==> src/rtl/mux_arb.sv <==
// Two-requester round-robin arbiter for the shared registered mux32 operand path.
// Optional burst locking is compiled in with `define MUX_ARB_LOCK_EN.
module mux_arb #(
  parameter logic [3:0] BURST_MAX = 4'd4
) (
  input  logic c,
  input  logic rst,
  input  logic req0,
  input  logic req1,
  input  logic lock0,
  input  logic lock1,
  output logic gnt0,
  output logic gnt1,
  output logic s,
  output logic vld,
  output logic vid,
  output logic busy
);

  typedef enum logic [1:0] {
    IDLE = 2'd0,
    G0   = 2'd1,
    G1   = 2'd2
  } state_t;

  state_t r_state;
  state_t w_next;
  logic   r_last;
  logic   r_s;
  logic   r_vld;
  logic   r_vid;

`ifdef MUX_ARB_LOCK_EN
  logic [3:0] r_burst;
  logic [3:0] w_burst_next;
  logic       w_other_req;
`else
  logic       w_lock_unused;
  assign w_lock_unused = ^{lock0, lock1, BURST_MAX};
`endif

  // Next-state: round robin on ties, with the burst lock overriding it while owned.
  always_comb begin
    w_next = IDLE;
    if (req0 && req1) begin
      w_next = r_last ? G0 : G1;
    end else if (req0) begin
      w_next = G0;
    end else if (req1) begin
      w_next = G1;
    end
`ifdef MUX_ARB_LOCK_EN
    if ((r_state == G0) && req0 && lock0 && !(req1 && (r_burst == BURST_MAX))) begin
      w_next = G0;
    end
    if ((r_state == G1) && req1 && lock1 && !(req0 && (r_burst == BURST_MAX))) begin
      w_next = G1;
    end
`endif
  end

`ifdef MUX_ARB_LOCK_EN
  // Counts grants to the same owner only while the other side is waiting.
  always_comb begin
    w_other_req  = 1'b0;
    w_burst_next = 4'd0;
    if (w_next == G0) begin
      w_other_req = req1;
    end else if (w_next == G1) begin
      w_other_req = req0;
    end
    if (w_other_req) begin
      w_burst_next = (w_next == r_state) ? (r_burst + 4'd1) : 4'd1;
    end
  end

  always_ff @(posedge c or posedge rst) begin
    if (rst) begin
      r_burst <= 4'd0;
    end else begin
      r_burst <= w_burst_next;
    end
  end
`endif

  always_ff @(posedge c or posedge rst) begin
    if (rst) begin
      r_state <= IDLE;
      r_last  <= 1'b1;
      r_s     <= 1'b0;
      r_vld   <= 1'b0;
      r_vid   <= 1'b0;
    end else begin
      r_state <= w_next;
      if (w_next == G0) begin
        r_s    <= 1'b0;
        r_last <= 1'b0;
      end else if (w_next == G1) begin
        r_s    <= 1'b1;
        r_last <= 1'b1;
      end
      // Result strobe tracks the one-cycle mux32 output register.
      r_vld <= (r_state != IDLE);
      r_vid <= r_s;
    end
  end

  assign gnt0 = (r_state == G0);
  assign gnt1 = (r_state == G1);
  assign s    = r_s;
  assign vld  = r_vld;
  assign vid  = r_vid;
  assign busy = gnt0 | gnt1 | r_vld;

endmodule
==> config.mk <==
export PLATFORM = sky130hd
export DESIGN_NAME = mux_arb
export DESIGN_NICKNAME = d
export VERILOG_FILES = /design/src/rtl/mux_arb.sv
export SDC_FILE = /design/constraint.sdc
export NUM_CORES = 1
export LEC_CHECK = 0
export CORE_AREA = 4 4 41 43
export CTS_CLUSTER_SIZE = 10
export DETAILED_ROUTE_END_ITERATION = 7
export DIE_AREA = 0 0 45 47
export GPL_ROUTABILITY_DRIVEN = 0
export GPL_TIMING_DRIVEN = 0
export SKIP_LAST_GASP = 1
export SYNTH_ARGS = -nofsm -noshare
export SYNTH_HDL_FRONTEND = slang
export SYNTH_SLANG_ARGS = --single-unit
export TNS_END_PERCENT = 50
==> constraint.sdc <==
create_clock -name c -period 1.22 [get_ports c]
set_input_delay 0.122 -clock c [delete_from_list [all_inputs] [get_ports c]]
set_output_delay 0.122 -clock c [all_outputs]
set_load 0.02 [all_outputs]
; ---- Word level (Yosys, flattened, before mapping)
; Index checks and enable logic that the tools add are counted.
[totals]
regBits = 6
in_bits = 6
[classes]
muxes = 6
n_eq_ne = 4
bitwise_logic = 2
reduce_logical = 3
[op_table]
columns = op, n
row1 = $mux 2, 4
row2 = $eq 2x1->1 const B, 2
row3 = $eq 2x2->1 const B, 2
row4 = $reduce_bool 2->1, 2
row5 = $mux 1, 2
row6 = $or 1x1->1, 2
row7 = $logic_and 1x1->1, 1

; ---- Logic depth before layout (Yosys ltp)
; Gate-level depths: netlist of run 1.
[depth]
depth_word = 6
mapped_depth = 5
mapped_depth_nobuf = 5

; ---- Worst setup path before layout of run 1
; OpenSTA, ideal clock, no wires.
[synth_path]
path_kind = reg-to-reg
start = register r_last
end = register r_s, in the netlist s
stages_incl_launch_ff = 6
t_arrival_ps = 1082
path_buffers = 0
setup_slack_ps = 11
required_time_ps = 1093
synth_period_minus_slack_ps = 1209
setup_time_ps = 127
cell_sequence = dfstp_2 inv_1 a21boi_1 ha_1 nand2_1 o21ai_0
[synth_via]
elab_chain_cells = 4
word_cells_on_any_way = 6
cone_classes = eq/ne (2) / mux (3) / reduce/logical (1)
[synth_rtl]
columns = item, line_no
row1 = from (decl), 28  ; logic r_last;
row2 = from (signal assigned), 89  ; r_last <= 1'b1;
row3 = from (signal assigned), 97  ; r_last <= 1'b0;
row4 = from (signal assigned), 100  ; r_last <= 1'b1;
row5 = $mux 2 *, 46  ; w_next = r_last ? G0 : G1;
row6 = $mux 2 *, 45  ; if (req0 && req1) begin
row7 = via w_next[0], 27  ; state_t w_next;
row8 = $eq 2x1->1 / $eq 2x2->1 (equally long branches), "95, 98"
row9 = $mux 1 / $reduce_bool 2->1 (equally long branches), n/a
row10 = to (signal assigned), 90  ; r_s <= 1'b0;
row11 = to (signal assigned), 96  ; r_s <= 1'b0;
row12 = to (signal assigned), 99  ; r_s <= 1'b1;
row13 = to (decl), 29  ; logic r_s;
; The timed path passes the listed nets; every way through them passes the cells marked *.
; A chain may end at the register's enable or synchronous reset.

; ---- Final worst setup path of run 1
[layout_path]
start = register r_state[0]
end = output busy
[layout_via]
elab_chain_cells = 3
word_cells_on_any_way = 4
cone_classes = eq/ne (2) / bitwise (2)
[layout_rtl]
columns = item, line_no
row1 = from (decl), 26  ; state_t r_state;
row2 = from (signal assigned), 94  ; r_state <= w_next;
row3 = $eq 2x1->1 / $eq 2x2->1 (equally long branches), "108, 109"
row4 = $or 1x1->1 * (2 in a row), 113  ; assign busy = gnt0 | gnt1 | r_vld;
row5 = to (decl), 17  ; output logic busy
; Every way passes the cells marked *; elsewhere a longest branch is shown, timed or not.

==> results of run 1 <==
==> registers in the layout, indices dropped and copies added (netlist names) <==
name and count:
r_state 2, r_last 1, vld 1, vid 1
s 1
==> critical path, stage by stage (launching register included) <==
cell and delay (ps):
dfrtp_1 380, inv_2 80, ha_4 190, or2_1 230
buf_6 130
==> cells in the mapped netlist, drive strengths merged <==
master  number  area share [%]
inv          5             7.0
dfrtp        5              47
or2          1             2.3
and2         1             2.3
a21boi       1             2.8
dfstp        1             9.9
o21ai        1             1.9
mux2i        1             3.8
nand2        3             4.2
ha           4              19
==> what timing repair did <==
item,4_1_cts,5_1_grt
pin swaps,1,3
resized for setup,16,6
endpoints found under the setup margin,8,7
setup buffers,1,4
hold endpoints to repair,0,0
==> through the flow <==
stage,utilization [%],total power [mW]
2_1_floorplan,-,0.4833
3_3_place_gp,28.85,0.6263
4_1_cts,31.15,0.8296
6_report,36.25,0.9115
3_5_place_dp,28.85,0.6285
5_1_grt,36.25,0.9839
==> routing by layer <==
metal / vias to the layer above / part of all wire, %
li1: 105 / -
met1: 91 / 42
met2: 9 / 46
met3: 2 / 9.2
met4: 0 / 2.0
met5: - / 0
==> worst min-delay path by stage <==
| stage | depth (start not counted) | startpoint | end |
|---|---|---|---|
| finish | 2 | rst | vld$_DFF_PP0_ |
| global route | 2 | rst | vld$_DFF_PP0_ |
| CTS | 2 | rst | vld$_DFF_PP0_ |
| detailed placement | 2 | rst | vld$_DFF_PP0_ |
| global placement | 2 | rst | vld$_DFF_PP0_ |
| floorplan | 1 | rst | r_state[0]$_DFF_PP0_ |
==> report_power, final <==
part | internal, mW | switching [mW] | total [mW] | leakage (nW)
logic | 0.204 | 0.195 | 0.399 | 0.145
registers | 0.278 | 0.0344 | 0.312 | 0.0693
clock network | 0.124 | 0.0766 | 0.201 | 0.0150
==> cell families (layout without fill, tap and decap cells) <==
logic type	Yosys count	after routing	synth area share, %
AO/OA/AOI/OAI	2	2	4.694
flip-flops	6	6	56.81
multiplexers	1	1	3.756
AND/OR/NAND/NOR	5	5	8.923
buffers and inverters	5	23	7.043
adder cells (fa/ha/maj)	4	4	18.78
==> cell type report <==
type	count	area, sq um
fill	146	829.5
sequential	6	151.4
multi-input combinational	12	132.6
timing repair buffer	14	123.9
clock buffer	4	26.28
inverter	5	18.77
tap	15	18.77
==> tab_implementation.tex, run 1 <==
\begin{tabular}{lr}
\hline
Metric & Value \\
\hline
\multicolumn{2}{l}{\textbf{Status}} \\
Status & finished with violations \\
Failing checks & setup timing \\
\multicolumn{2}{l}{\textbf{GRT}} \\
Maximum number of pins on one net before global-route repair & 7 \\
Wire length of the first global-routing pass & 814 microns \\
Antenna violations before repair & 0 \\
Met1 GRT Util & 6.032\% \\
Residual overflow from global routing & 0 \\
GRT Resource Usage Total & 5.887\% \\
Gr busiest metal & met2 \\
Via count of the first global-routing pass & 223 \\
Grt met3 use & 2.299\% \\
Met2 layer usage reported by global route & 8.475\% \\
\multicolumn{2}{l}{\textbf{Setup path}} \\
Critical Path RT & 1100 ps \\
Worst R2R End & s\$\_DFFE\_PP0P\_ \\
Type of the worst setup path & flop to output port \\
Setup crit start & r\_state[0]\$\_DFF\_PP0\_ \\
Data arrival time of the critical path & 1270 ps \\
End point of the critical path & busy \\
Logic depth of the worst register-to-register path & 5 \\
Crit start category & flop \\
Critical Path Sink Type & output port \\
Register-to-register path setup slack & 30 ps \\
Critical path peak fanout & 2 \\
Critical register-to-register path startpoint & r\_last\$\_DFFE\_PP1P\_ \\
\multicolumn{2}{l}{\textbf{STA}} \\
Setup clock skew after layout & 4.481 ps \\
Least-Margin Pin Slew & 214.2 ps \\
Worst hold-check slack & 79.94 ps \\
Number of failing hold endpoints at the final stage & 0 \\
Final setup margin & -170.4 ps \\
Final TNS setup & -520.1 ps \\
Worst slew margin & 85.67\% \\
Count of final max-slew check failures & 0 \\
Unrepaired setup endpoints after global routing & yes \\
Post-route clock period utilization & 114.0\% \\
Post-route minimum period & 1390 ps \\
Fmax & 719.2 MHz \\
Total of endpoints with negative setup slack in the final report & 5 \\
\multicolumn{2}{l}{\textbf{Routing}} \\
Total DRC errors in the routed layout & 0 \\
WL final & 500 microns \\
Number of nets still failing antenna checks after routing & 0 \\
TritonRoute pass-1 iters & 1 \\
Average wire per standard cell & 8.929 microns \\
Vias per cell & 3.696 \\
Via count & 207 \\
Violation count after the first detailed-route iteration & 0 \\
\multicolumn{2}{l}{\textbf{Die}} \\
Number of top-level pins & 12 \\
Starting Density & 20.48\% \\
Die outline area & 0.002115 sq mm \\
Die height & 47 microns \\
Area of the core region & 0.001301 sq mm \\
DIE WIDTH & 45 microns \\
Cell row count & 13 \\
\multicolumn{2}{l}{\textbf{Pwr}} \\
Leak Pwr & 0.2290 nW \\
Total power per unit cell area & 1932 mW/mm\^{}2 \\
Worst supply voltage drop on vdd & 779.6 uV \\
\multicolumn{2}{l}{\textbf{Finish}} \\
Growth of design area from synthesis to finish & 76.99\% \\
Ratio of cells with drive above 1 in the final layout & 43.90\% \\
Final design instance area without fill & 471.7 sq um \\
Final \#Nets & 52 \\
Antenna Diode Count & 0 \\
Number of cells in the finished layout apart from fillers & 56 \\
Commonest cells after routing, fill and taps aside & clkdlybuf4s50\_1 (5), dfrtp\_1 (5), buf\_4 (5) \\
\multicolumn{2}{l}{\textbf{Placed design}} \\
Total placed cells including tap cells & 47 \\
Placement-stage cell area & 375.4 sq um \\
Port bufs & 9 \\
Post-DP HPWL & 318.1 microns \\
Setup WS pre-CTS & -326.0 ps \\
\multicolumn{2}{l}{\textbf{Yosys}} \\
Gate count of the mapped netlist & 23 \\
Post-Syn Area & 266.5 sq um \\
Sequential-to-total area share from yosys stat & 56.81\% \\
Syn nets & 33 \\
Number of register bits inferred by synthesis & 6 \\
Yosys warnings & 0 \\
Avg Synthesized Cell Area & 11.59 sq um \\
Count of distinct cell types in the synthesized netlist & 10 \\
\multicolumn{2}{l}{\textbf{Clock tree}} \\
Number of levels the H-tree was split into & 1 \\
Cts-stage hold buffer count & 0 \\
Clock tree sinks & 6 \\
Clock slew at the register clock pins of the worst setup and hold paths & 50 ps \\
Clock insertion delay at the later pin of the skew report & 250 ps \\
TritonCTS clock tree & done \\
Clock Tree Buf Depth & 2 \\
Number of clock buffers inserted by TritonCTS & 3 \\
Clock root buffer & clkbuf\_4 \\
\multicolumn{2}{l}{\textbf{Hold path}} \\
Type of the tightest min-delay check & input port to async pin \\
\multicolumn{2}{l}{\textbf{Flow run}} \\
MaxCap Viol Count & 0 \\
\hline
\end{tabular}
No activity file was read; power rests on OpenSTA's default activity.
==> inputs of run 2 (changes only) <==
--- a/config.mk
+++ b/config.mk
@@ -5,6 +5,7 @@
 export SDC_FILE = /design/constraint.sdc
 export NUM_CORES = 1
 export LEC_CHECK = 0
+export CAP_MARGIN = 20
 export CORE_AREA = 4 4 41 43
 export CTS_CLUSTER_SIZE = 10
 export DETAILED_ROUTE_END_ITERATION = 7
==> constraint.sdc (replaced) <==
create_clock -name c -period 1.8 [get_ports c]
set_input_delay 0.18 -clock c [delete_from_list [all_inputs] [get_ports c]]
set_output_delay 0.18 -clock c [all_outputs]
set_load 0.02 [all_outputs]
==> tab_implementation.tex, run 2 (synthesis results as in run 1) <==
\begin{tabular}{lr}
\hline
Metric & Value \\
\hline
\multicolumn{2}{l}{\textbf{Status}} \\
Status & complete, no violations \\
\multicolumn{2}{l}{\textbf{Die}} \\
Die height & 47 microns \\
Area of the core region & 0.001301 sq mm \\
Cell row count & 13 \\
Die outline area & 0.002115 sq mm \\
DIE WIDTH & 45 microns \\
Number of top-level pins & 12 \\
Starting Density & 20.48\% \\
\multicolumn{2}{l}{\textbf{STA}} \\
Worst slew margin & 85.60\% \\
Number of failing hold endpoints at the final stage & 0 \\
Setup clock skew after layout & 0.8605 ps \\
Post-route clock period utilization & 90.61\% \\
Unrepaired setup endpoints after global routing & no \\
Count of final max-slew check failures & 0 \\
Post-route minimum period & 1631 ps \\
Least-Margin Pin Slew & 215.3 ps \\
Total of endpoints with negative setup slack in the final report & 0 \\
Final TNS setup & 0 ps \\
Worst hold-check slack & 140.7 ps \\
Fmax & 613.1 MHz \\
\multicolumn{2}{l}{\textbf{GRT}} \\
GRT Resource Usage Total & 5.728\% \\
Wire length of the first global-routing pass & 793 microns \\
Antenna violations before repair & 0 \\
Via count of the first global-routing pass & 219 \\
Maximum number of pins on one net before global-route repair & 7 \\
Residual overflow from global routing & 0 \\
\multicolumn{2}{l}{\textbf{Pwr}} \\
Worst supply voltage drop on vdd & 573.7 uV \\
Total power per unit cell area & 1379 mW/mm\^{}2 \\
Total Power Consumption & 0.5521 mW \\
Leak Pwr & 0.1963 nW \\
\multicolumn{2}{l}{\textbf{Finish}} \\
Commonest cells after routing, fill and taps aside & clkdlybuf4s50\_1 (8), inv\_1 (5), dfrtp\_1 (5) \\
Reg area & 151.4 sq um \\
Growth of design area from synthesis to finish & 50.23\% \\
Ratio of cells with drive above 1 in the final layout & 11.11\% \\
Number of inserted filler cells in the final layout & 154 \\
Final design instance area without fill & 400.4 sq um \\
Commonest non-fill, non-tap cell in the layout & clkdlybuf4s50\_1 \\
Max reg flops & 2 \\
Antenna Diode Count & 0 \\
Largest Register & r\_state \\
Number of cells in the finished layout apart from fillers & 51 \\
Area used by multi-input combinational logic & 96.34 sq um \\
Final \#Nets & 47 \\
\multicolumn{2}{l}{\textbf{Flow run}} \\
MaxCap Viol Count & 0 \\
\multicolumn{2}{l}{\textbf{Routing}} \\
Number of nets still failing antenna checks after routing & 0 \\
Average wire per standard cell & 7.765 microns \\
WL final & 396 microns \\
Total DRC errors in the routed layout & 0 \\
Via count & 181 \\
Vias per cell & 3.549 \\
Violation count after the first detailed-route iteration & 0 \\
TritonRoute pass-1 iters & 1 \\
\multicolumn{2}{l}{\textbf{Setup path}} \\
Data arrival time of the critical path & 1450 ps \\
Critical Path Sink Type & output port \\
Setup crit start & r\_state[0]\$\_DFF\_PP0\_ \\
Register-to-register path setup slack & 520 ps \\
Type of the worst setup path & flop to output port \\
Critical register-to-register path startpoint & r\_last\$\_DFFE\_PP1P\_ \\
Critical Path RT & 1620 ps \\
Crit start category & flop \\
Critical path peak fanout & 2 \\
Logic depth of the worst register-to-register path & 5 \\
Worst R2R End & s\$\_DFFE\_PP0P\_ \\
\multicolumn{2}{l}{\textbf{Clock tree}} \\
Post-CTS setup-driven buffer insertion count & 0 \\
Clock insertion delay at the later pin of the skew report & 240 ps \\
TritonCTS clock tree & done \\
Clock slew at the register clock pins of the worst setup and hold paths & 50 ps \\
Number of levels the H-tree was split into & 1 \\
Clock tree sinks & 6 \\
Number of clock buffers inserted by TritonCTS & 3 \\
Clock root buffer & clkbuf\_4 \\
Clock Tree Buf Depth & 2 \\
\multicolumn{2}{l}{\textbf{Placed design}} \\
Post-DP HPWL & 318.1 microns \\
Total placed cells including tap cells & 47 \\
Placement-stage cell area & 375.4 sq um \\
Port bufs & 9 \\
\multicolumn{2}{l}{\textbf{Hold path}} \\
Type of the tightest min-delay check & input port to async pin \\
\hline
\end{tabular}
-- run 2: power by group --
| part | switching (mW) | internal [mW] | total [mW] |
|---|---|---|---|
| combinational | 0.107 | 0.100 | 0.207 |
| sequential | 0.0210 | 0.188 | 0.209 |
| clock | 0.0523 | 0.0842 | 0.137 |
| total | 0.180 | 0.372 | 0.552 |
-- run 2: final cells by class --
cell class	count	area share (%)
multi-input combinational	12	24.06
tap	15	4.688
clock buffer	4	6.563
timing repair buffer	9	22.19
inverter	5	4.688
sequential	6	37.81
-- run 2: how the worst max path moves through the flow --
stage | end | slack, ps
after global routing | busy | 80
after global placement | busy | 200
final | busy | 170
after detailed placement | busy | 200
after CTS | busy | 150
after floorplan | s$_DFFE_PP0P_ | 590
-- run 2: stage by stage --
stage               setup WS [ps]  util [%]
detailed placement          196.0     28.85
floorplan                   590.7         -
finish                      169.0     30.77
global route                80.61     30.77
global placement            200.7     28.85
CTS                         151.3     30.77
-- run 2: metal layers --
layer,wire [microns],share of wire (%),global-route usage [%],up-vias
met1,166,42,6.032,76
met3,38,9.6,2.299,2
met5,0,0,0,-
met4,6,1.5,7.018,0
li1,-,-,-,96
met2,185,47,7.910,7
-- run 2: critical path: stages (launching register included) --
cell           delay [ps]
dfrtp_1               340
inv_1                  60
ha_1                  270
or2_1                 220
dlygate4sd2_1         320
-- run 2: what timing repair did --
action | 4_1_cts | 5_1_grt
resized for setup | 1 | 0
setup endpoints to repair | 1 | 0
hold buffers | 0 | 0
